`src/rtl/switch_pkg.sv`:
```
// Shared switch-core types: port sizing, MAC/mask types, learn-table entry and FSM states.
// With MAC_TABLE_AGING_EN defined, each table entry also carries an age bit.
package switch_pkg;

    localparam int NUM_PORTS = 4;
    localparam int PORT_W    = $clog2(NUM_PORTS);
    localparam int MAC_W     = 48;

    typedef logic [MAC_W-1:0]     mac_t;
    typedef logic [NUM_PORTS-1:0] port_mask_t;
    typedef logic [PORT_W-1:0]    port_t;

    typedef struct packed {
        logic  valid;
        mac_t  mac;
        port_t port;
`ifdef MAC_TABLE_AGING_EN
        logic  age;
`endif
    } mac_entry_t;

    typedef enum logic [1:0] {
        ST_IDLE  = 2'd0,
        ST_MATCH = 2'd1,
        ST_RESP  = 2'd2
    } lt_state_t;

    // Every port except the one the frame arrived on.
    function automatic port_mask_t flood_mask(port_t p);
        port_mask_t m;
        m    = '1;
        m[p] = 1'b0;
        return m;
    endfunction

    function automatic port_mask_t onehot_mask(port_t p);
        port_mask_t m;
        m    = '0;
        m[p] = 1'b1;
        return m;
    endfunction

endpackage

```
`src/rtl/mac_table_cam.sv`:
```
// Combinational fully associative match of one MAC key against all valid entries.
// Reports a hit and the lowest matching index.
module mac_table_cam
    import switch_pkg::*;
#(
    parameter int NUM_ENTRIES = 16,
    parameter int IDX_W       = $clog2(NUM_ENTRIES)
) (
    input  logic [NUM_ENTRIES-1:0]       i_valid,
    input  logic [NUM_ENTRIES*MAC_W-1:0] i_macs,
    input  logic [MAC_W-1:0]             i_key,
    output logic                         o_hit,
    output logic [IDX_W-1:0]             o_idx
);

    logic [NUM_ENTRIES-1:0] w_match;

    always_comb begin
        for (int i = 0; i < NUM_ENTRIES; i++) begin
            w_match[i] = i_valid[i] && (i_macs[i*MAC_W +: MAC_W] == i_key);
        end
    end

    always_comb begin
        o_hit = |w_match;
        o_idx = '0;
        for (int i = NUM_ENTRIES - 1; i >= 0; i--) begin
            if (w_match[i]) begin
                o_idx = IDX_W'(i);
            end
        end
    end

endmodule

```
`src/rtl/mac_learn_table.sv`:
```
// Source-MAC learning / destination lookup table: IDLE -> MATCH -> RESP per request.
// Optional aging sweep compiled in with MAC_TABLE_AGING_EN.
module mac_learn_table
    import switch_pkg::*;
#(
    parameter int NUM_ENTRIES = 16,
    parameter int AGE_TICKS   = 1000000
) (
    input  logic                         switch_clk,
    input  logic                         switch_rst,
    input  logic                         req_valid_i,
    output logic                         req_ready_o,
    input  logic [47:0]                  req_dst_mac_i,
    input  logic [47:0]                  req_src_mac_i,
    input  logic [PORT_W-1:0]            req_port_i,
    output logic                         resp_valid_o,
    input  logic                         resp_ready_i,
    output logic [NUM_PORTS-1:0]         resp_port_mask_o,
    output logic                         resp_hit_o,
    input  logic                         flush_i,
    output logic [$clog2(NUM_ENTRIES):0] occupancy_o,
    output logic [1:0]                   dbg_state_o
);

    localparam int IDX_W = $clog2(NUM_ENTRIES);
    localparam int OCC_W = IDX_W + 1;

    // Request side is valid/ready: a request transfers on a cycle where both are high;
    // the response holds valid and data stable until resp_ready_i is seen high.
    mac_entry_t       r_table [NUM_ENTRIES];
    lt_state_t        r_state;
    mac_t             r_dst_mac;
    mac_t             r_src_mac;
    port_t            r_in_port;
    logic             r_src_hit;
    logic [IDX_W-1:0] r_src_idx;
    logic             r_free_any;
    logic [IDX_W-1:0] r_free_idx;
    logic [IDX_W-1:0] r_repl_ptr;
    logic             r_learn_pending;
    logic             r_resp_valid;
    port_mask_t       r_resp_mask;
    logic             r_resp_hit;

    logic [NUM_ENTRIES-1:0]       w_valid_vec;
    logic [NUM_ENTRIES*MAC_W-1:0] w_mac_vec;
    logic                         w_dst_hit;
    logic [IDX_W-1:0]             w_dst_idx;
    logic                         w_src_hit;
    logic [IDX_W-1:0]             w_src_idx;
    logic                         w_free_any;
    logic [IDX_W-1:0]             w_free_idx;
    port_mask_t                   w_resp_mask;
    logic                         w_resp_hit;
    logic                         w_learn_ok;
    logic [IDX_W-1:0]             w_learn_idx;
    logic [OCC_W-1:0]             w_occ;
    logic                         w_age_pulse;

    always_comb begin
        for (int i = 0; i < NUM_ENTRIES; i++) begin
            w_valid_vec[i]                 = r_table[i].valid;
            w_mac_vec[i*MAC_W +: MAC_W]    = r_table[i].mac;
        end
    end

    mac_table_cam #(.NUM_ENTRIES(NUM_ENTRIES), .IDX_W(IDX_W)) u_dst_cam (
        .i_valid (w_valid_vec),
        .i_macs  (w_mac_vec),
        .i_key   (r_dst_mac),
        .o_hit   (w_dst_hit),
        .o_idx   (w_dst_idx)
    );

    mac_table_cam #(.NUM_ENTRIES(NUM_ENTRIES), .IDX_W(IDX_W)) u_src_cam (
        .i_valid (w_valid_vec),
        .i_macs  (w_mac_vec),
        .i_key   (r_src_mac),
        .o_hit   (w_src_hit),
        .o_idx   (w_src_idx)
    );

    always_comb begin
        w_free_any = 1'b0;
        w_free_idx = '0;
        for (int i = NUM_ENTRIES - 1; i >= 0; i--) begin
            if (!r_table[i].valid) begin
                w_free_any = 1'b1;
                w_free_idx = IDX_W'(i);
            end
        end
    end

    // Group bit (bit 40) on dst always floods; a unicast hit back to the ingress port is filtered.
    always_comb begin
        w_resp_hit  = 1'b0;
        w_resp_mask = flood_mask(r_in_port);
        if (!r_dst_mac[40] && w_dst_hit) begin
            w_resp_hit = 1'b1;
            if (r_table[w_dst_idx].port == r_in_port) begin
                w_resp_mask = '0;
            end else begin
                w_resp_mask = onehot_mask(r_table[w_dst_idx].port);
            end
        end
    end

    assign w_learn_ok  = !r_src_mac[40] && (r_src_mac != '0);
    assign w_learn_idx = r_src_hit  ? r_src_idx  :
                         r_free_any ? r_free_idx : r_repl_ptr;

    always_comb begin
        w_occ = '0;
        for (int i = 0; i < NUM_ENTRIES; i++) begin
            w_occ = w_occ + OCC_W'(r_table[i].valid);
        end
    end

`ifdef MAC_TABLE_AGING_EN
    logic [31:0] r_age_cnt;

    assign w_age_pulse = (r_age_cnt == 32'(AGE_TICKS - 1));

    always_ff @(posedge switch_clk) begin
        if (switch_rst) begin
            r_age_cnt <= '0;
        end else if (w_age_pulse) begin
            r_age_cnt <= '0;
        end else begin
            r_age_cnt <= r_age_cnt + 32'd1;
        end
    end
`else
    assign w_age_pulse = 1'b0;
`endif

    always_ff @(posedge switch_clk) begin
        if (switch_rst) begin
            r_state         <= ST_IDLE;
            r_dst_mac       <= '0;
            r_src_mac       <= '0;
            r_in_port       <= '0;
            r_src_hit       <= 1'b0;
            r_src_idx       <= '0;
            r_free_any      <= 1'b0;
            r_free_idx      <= '0;
            r_learn_pending <= 1'b0;
            r_resp_valid    <= 1'b0;
            r_resp_mask     <= '0;
            r_resp_hit      <= 1'b0;
        end else begin
            case (r_state)
                ST_IDLE: begin
                    if (req_valid_i) begin
                        r_dst_mac <= req_dst_mac_i;
                        r_src_mac <= req_src_mac_i;
                        r_in_port <= req_port_i;
                        r_state   <= ST_MATCH;
                    end
                end
                ST_MATCH: begin
                    r_src_hit       <= w_src_hit;
                    r_src_idx       <= w_src_idx;
                    r_free_any      <= w_free_any;
                    r_free_idx      <= w_free_idx;
                    r_resp_mask     <= w_resp_mask;
                    r_resp_hit      <= w_resp_hit;
                    r_resp_valid    <= 1'b1;
                    r_learn_pending <= w_learn_ok;
                    r_state         <= ST_RESP;
                end
                ST_RESP: begin
                    r_learn_pending <= 1'b0;
                    if (resp_ready_i) begin
                        r_resp_valid <= 1'b0;
                        r_resp_mask  <= '0;
                        r_resp_hit   <= 1'b0;
                        r_state      <= ST_IDLE;
                    end
                end
                default: r_state <= ST_IDLE;
            endcase
        end
    end

    // Write order matters: aging first, then the learn (so it wins), then flush (so it wins over both).
    always_ff @(posedge switch_clk) begin
        if (switch_rst) begin
            for (int i = 0; i < NUM_ENTRIES; i++) begin
                r_table[i] <= '0;
            end
            r_repl_ptr <= '0;
        end else begin
`ifdef MAC_TABLE_AGING_EN
            if (w_age_pulse) begin
                for (int i = 0; i < NUM_ENTRIES; i++) begin
                    if (r_table[i].valid) begin
                        if (r_table[i].age) begin
                            r_table[i].valid <= 1'b0;
                        end else begin
                            r_table[i].age <= 1'b1;
                        end
                    end
                end
            end
`endif
            if (r_learn_pending) begin
                r_table[w_learn_idx].valid <= 1'b1;
                r_table[w_learn_idx].mac   <= r_src_mac;
                r_table[w_learn_idx].port  <= r_in_port;
`ifdef MAC_TABLE_AGING_EN
                r_table[w_learn_idx].age   <= 1'b0;
`endif
                if (!r_src_hit && !r_free_any) begin
                    r_repl_ptr <= r_repl_ptr + IDX_W'(1);
                end
            end
            if (flush_i) begin
                for (int i = 0; i < NUM_ENTRIES; i++) begin
                    r_table[i].valid <= 1'b0;
                end
            end
        end
    end

    assign req_ready_o      = (r_state == ST_IDLE) && !switch_rst;
    assign resp_valid_o     = r_resp_valid;
    assign resp_port_mask_o = r_resp_mask;
    assign resp_hit_o       = r_resp_hit;
    assign occupancy_o      = w_occ;
    assign dbg_state_o      = r_state;

endmodule

```
`config.mk`:
```
export PLATFORM = sky130hd
export DESIGN_NAME = mac_learn_table
export DESIGN_NICKNAME = d
export VERILOG_FILES = /design/src/rtl/switch_pkg.sv /design/src/rtl/mac_table_cam.sv /design/src/rtl/mac_learn_table.sv
export SDC_FILE = /design/constraint.sdc
export NUM_CORES = 2
export LEC_CHECK = 0
export CORE_MARGIN = 2
export CORE_UTILIZATION = 25
export CTS_CLUSTER_DIAMETER = 200
export DETAILED_ROUTE_END_ITERATION = 6
export GPL_TIMING_DRIVEN = 1
export SLEW_MARGIN = 20
export SYNTH_ARGS = -nofsm -noshare
export SYNTH_HDL_FRONTEND = slang
export SYNTH_HIERARCHICAL = 1
export SYNTH_SLANG_ARGS = --single-unit
```
`constraint.sdc`:
```
create_clock -name switch_clk -period 17.9 [get_ports switch_clk]
set_clock_uncertainty 0.05 [all_clocks]
set_input_delay 3.58 -clock switch_clk [delete_from_list [all_inputs] [get_ports switch_clk]]
set_output_delay 3.58 -clock switch_clk [all_outputs]
set_load 0.05 [all_outputs]
```
==> summary.md <==
| Metric | Value |
|---|---|
| Outcome | `complete, but fails checks` |
| Failing checks | `DRC` |
| Tmin final | `9.11 ns` |
| Crit path max-delay family | `adder cells` |
| WS Path Type | `register to output pin` |
| Global-route wire length before repair | `289 mm` |
| Die X | `469 um` |
| Compound-cell area share of the yosys netlist | `3.00%` |
| GR Overflow Total | `0` |
| Routed len/inst | `26.8 um` |
| Initial DRC count | `5201` |
| Post-CTS setup buffer count | `0` |
| Mux cell area share after synthesis | `0.546%` |
| CP Capture Type | `output pin` |
| Core ar. | `215000 sq um` |
| Initial antenna violation count | `23` |
| Switching power | `1.95 mW` |
| Worst Path Buf+Inv | `6` |
| Fin crit share | `50.9%` |
| Met1 wire length | `82.6 mm` |
| Non-Filler Instances | `7837` |
| PnR worst setup slack | `8.79 ns` |
| NumNets Final | `5025` |
| Worst slew margin | `21.8%` |
| CTS Root Buffer Type | `clkbuf_16` |
| Crit start category | `register` |
| Clock transition at path regs | `0.06 ns` |
| Largest net degree at the start of global routing | `99` |
| Critical path's largest stage delay | `0.90 ns` |
| Hold Crit Start | `r_src_mac[40]` |
| Maxcap violations | `0` |
| Post-Syn Area | `54100 sq um` |
| Worst hold margin | `0.401 ns` |
| Highest routed layer | `met4` |
| Xor/xnor cell area share of the yosys netlist | `23.9%` |
| VDD IR-drop max | `0.0912 mV` |
| Final instance area | `62200 sq um` |
| Fraction of the mapped netlist area in adder cells | `0.602%` |
| Combinational power share | `19.3%` |
| Gpl congestion | `0.942` |
| P&R area growth vs syn | `15.0%` |
| Sw frac | `31.7%` |
| Main combinational cell family by area after synthesis | `XOR/XNOR gates` |
| Post-Synthesis Cells | `4894` |
| DIE HEIGHT | `469 um` |
| Critical path fanouts, max | `6` |
| Flops & latches, synth | `937` |
| Placed inst area | `58400 sq um` |
| Sequential share of power | `43.2%` |
| Synth Flop Type | `edfxtp_1` |
| Hpwl dp | `130 mm` |
| Initial core utilization | `25.2%` |
| Clock buffer count from CTS | `106` |
| Slew Viols, Final | `0` |
| FP Rows | `170` |
| Net count after synthesis | `5017` |
| Via count | `39.8k` |
| Synthesis Warnings | `6` |
| Pre-antenna DRT Iters | `7` |
| Via-per-instance ratio | `5.08` |
| CTS max path bufs | `3` |
| Antenna-violating nets left | `0` |
| CTS Hold Buffers Added | `0` |
| Placed cells | `7631` |
| Pint | `4.20 mW` |
| CTS resizes | `0` |
| Num ports | `117` |
| Power Density | `99.0 nW/um^2` |
| Fin. Hold Viols | `0` |
| IO buf count | `116` |
| Total GRT Usage | `18.5%` |
| Pleak | `24.9 nW` |
| Final setup vio count | `0` |
| Die Area | `220000 sq um` |
| Max Clock Freq | `110 MHz` |
| CP Data Arrival Time | `5.48 ns` |
| Clk_lat worst skew | `0.75 ns` |
| # DRC | `1` |
| Worst r2r src | `r_dst_mac[25]` |
| Worst hold path type | `register to register` |
| Unrepaired setup endpoints after global routing | `false` |
| Wire length on met3 | `22.3 mm` |
| CTS H-tree lvls | `3` |
| Worst slew pin tran | `1.16 ns` |
| Critical Path RT | `14.27 ns` |
| Met2 wire length | `92.5 mm` |
| Vias in the first global route | `38.5k` |
| Fraction of layout cells with a size suffix above 1 | `10.2%` |
| Cell chain of the critical path | `fa_1 -> inv_1 -> fa_1 -> inv_1 -> fa_1 -> inv_1 -> fa_1 -> inv_1 -> ha_1 -> inv_1 -> fa_1 -> xnor2_1 -> clkdlybuf4s50_1` |
| Crit path max-delay cell type | `clkdlybuf4s50_1` |
| Post-synth EDFFs | `800` |
| DRT Wirelength | `210 mm` |
| CTS Sinks | `937` |
| Post-synthesis async set-or-reset flop share | `0%` |
| Pre-CTS WS | `9.20 ns` |
| CTS tree | `yes` |
| Final TNS setup | `0 ns` |
| Simple-gate portion of the synthesized area | `18.5%` |
| Critical Path Start | `r_table[9][50]` |
| Syn_area_per_cell | `11.0 sq um` |
| Clock power share | `37.5%` |
| Part of the Yosys area used for sequential elements | `49.5%` |
| Unique masters post-synth | `68` |
metal layers:
layer	global-route usage (%)	up-vias
met3	3.20	541
met1	24.3	20000
met4	9.73	0
li1	-	16700
met2	28.9	2467
met5	0	-
Yosys cell counts (58+ instances only):
cell / number / share of area, %
xor2_1: 1072 / 17
edfxtp_1: 800 / 44
and2_1: 753 / 8.7
xnor2_1: 401 / 6.5
nor4_1: 284 / 3.3
nand2_1: 241 / 1.7
buf_2: 160 / 1.5
clkbuf_1: 158 / 1.1
nand4_1: 152 / 1.8
dfxtp_1: 137 / 5.1
a21oi_1: 128 / 1.2
inv_1: 87 / 0.60
nor2_1: 60 / 0.42
nand3_1: 58 / 0.54
final cells by class:
type | count | area [sq um]
multi-input combinational | 3491 | 25300
clock buffer | 148 | 3150
fill | 21900 | 153000
tap | 2838 | 3550
inverter | 91 | 342
timing repair buffer | 275 | 2370
clock inverter | 54 | 534
antenna | 3 | 7.51
sequential | 937 | 26900
worst reg2reg max path, delay by kind of cell (launching register included):
family	cells	cell delay, ns
compound gates	8	2.66
xor+xnor	1	0.17
buf+inv	1	0.55
flops	1	0.80
mux	1	0.64
simple gates	5	1.58
logic make-up (layout without fill, tap and decap cells):
group,after synthesis,after routing
compound gates,262,262
buf+inv,466,568
flops,937,937
other cells,0,3
mux,24,24
fa+ha+maj,20,20
xor+xnor,1473,1473
simple gates,1712,1712
layout by cell type, fill, tap and decap left out, types with 14 or more instances in the layout:
cell	Yosys	layout
a21oi_1	128	128
and2_1	753	752
and3_1	51	51
buf_4	18	159
clkbuf_1	158	14
clkbuf_16	0	112
clkbuf_8	0	20
clkdlybuf4s50_1	0	115
clkinv_2	0	23
dfxtp_1	137	42
dfxtp_2	0	95
edfxtp_1	800	800
inv_1	87	87
mux2i_1	16	16
nand2_1	241	239
nand3_1	58	58
nand4_1	152	152
nor2_1	60	56
nor3_1	45	44
nor4_1	284	283
o21ai_0	23	14
o22ai_1	25	25
or4_1	14	14
xnor2_1	401	401
xor2_1	1072	1072
path summary, 6_finish.rpt:
kind | to | slack, ns | cells after the start
worst max-delay path | occupancy_o[2] | 8.79 | 13
worst min-delay path | r_src_mac[40] | 0.40 | 2
worst max register to register | resp_port_mask_o[0] | 11.40 | 16
worst min register to register | r_src_mac[40] | 0.40 | 2
sequential cells by signal, indices dropped and copies added (netlist names):
register          cells
resp_valid_o          1
r_src_mac            48
dbg_state_o           2
resp_hit_o            1
r_free_any            1
r_table             816
r_repl_ptr            4
r_free_idx            4
r_in_port             2
r_learn_pending       1
r_dst_mac            48
resp_port_mask_o      4
r_src_hit             1
r_src_idx             4
power groups by stage:
stage,sequential (mW),combinational (mW),clock (mW)
5_1_grt,2.66,1.22,2.40
6_report,2.66,1.18,2.31
2_1_floorplan,2.61,0.715,0
4_1_cts,2.65,1.15,2.32
3_3_place_gp,2.69,1.12,0
3_5_place_dp,2.70,1.14,0
through the flow:
| stage | util, % | total power, mW |
|---|---|---|
| floorplan | - | 3.32 |
| global placement | 27.2 | 3.81 |
| detailed placement | 27.2 | 3.84 |
| CTS | 28.9 | 6.12 |
| global route | 28.9 | 6.28 |
| finish | 28.9 | 6.15 |
No activity file was read; power rests on OpenSTA's default activity.
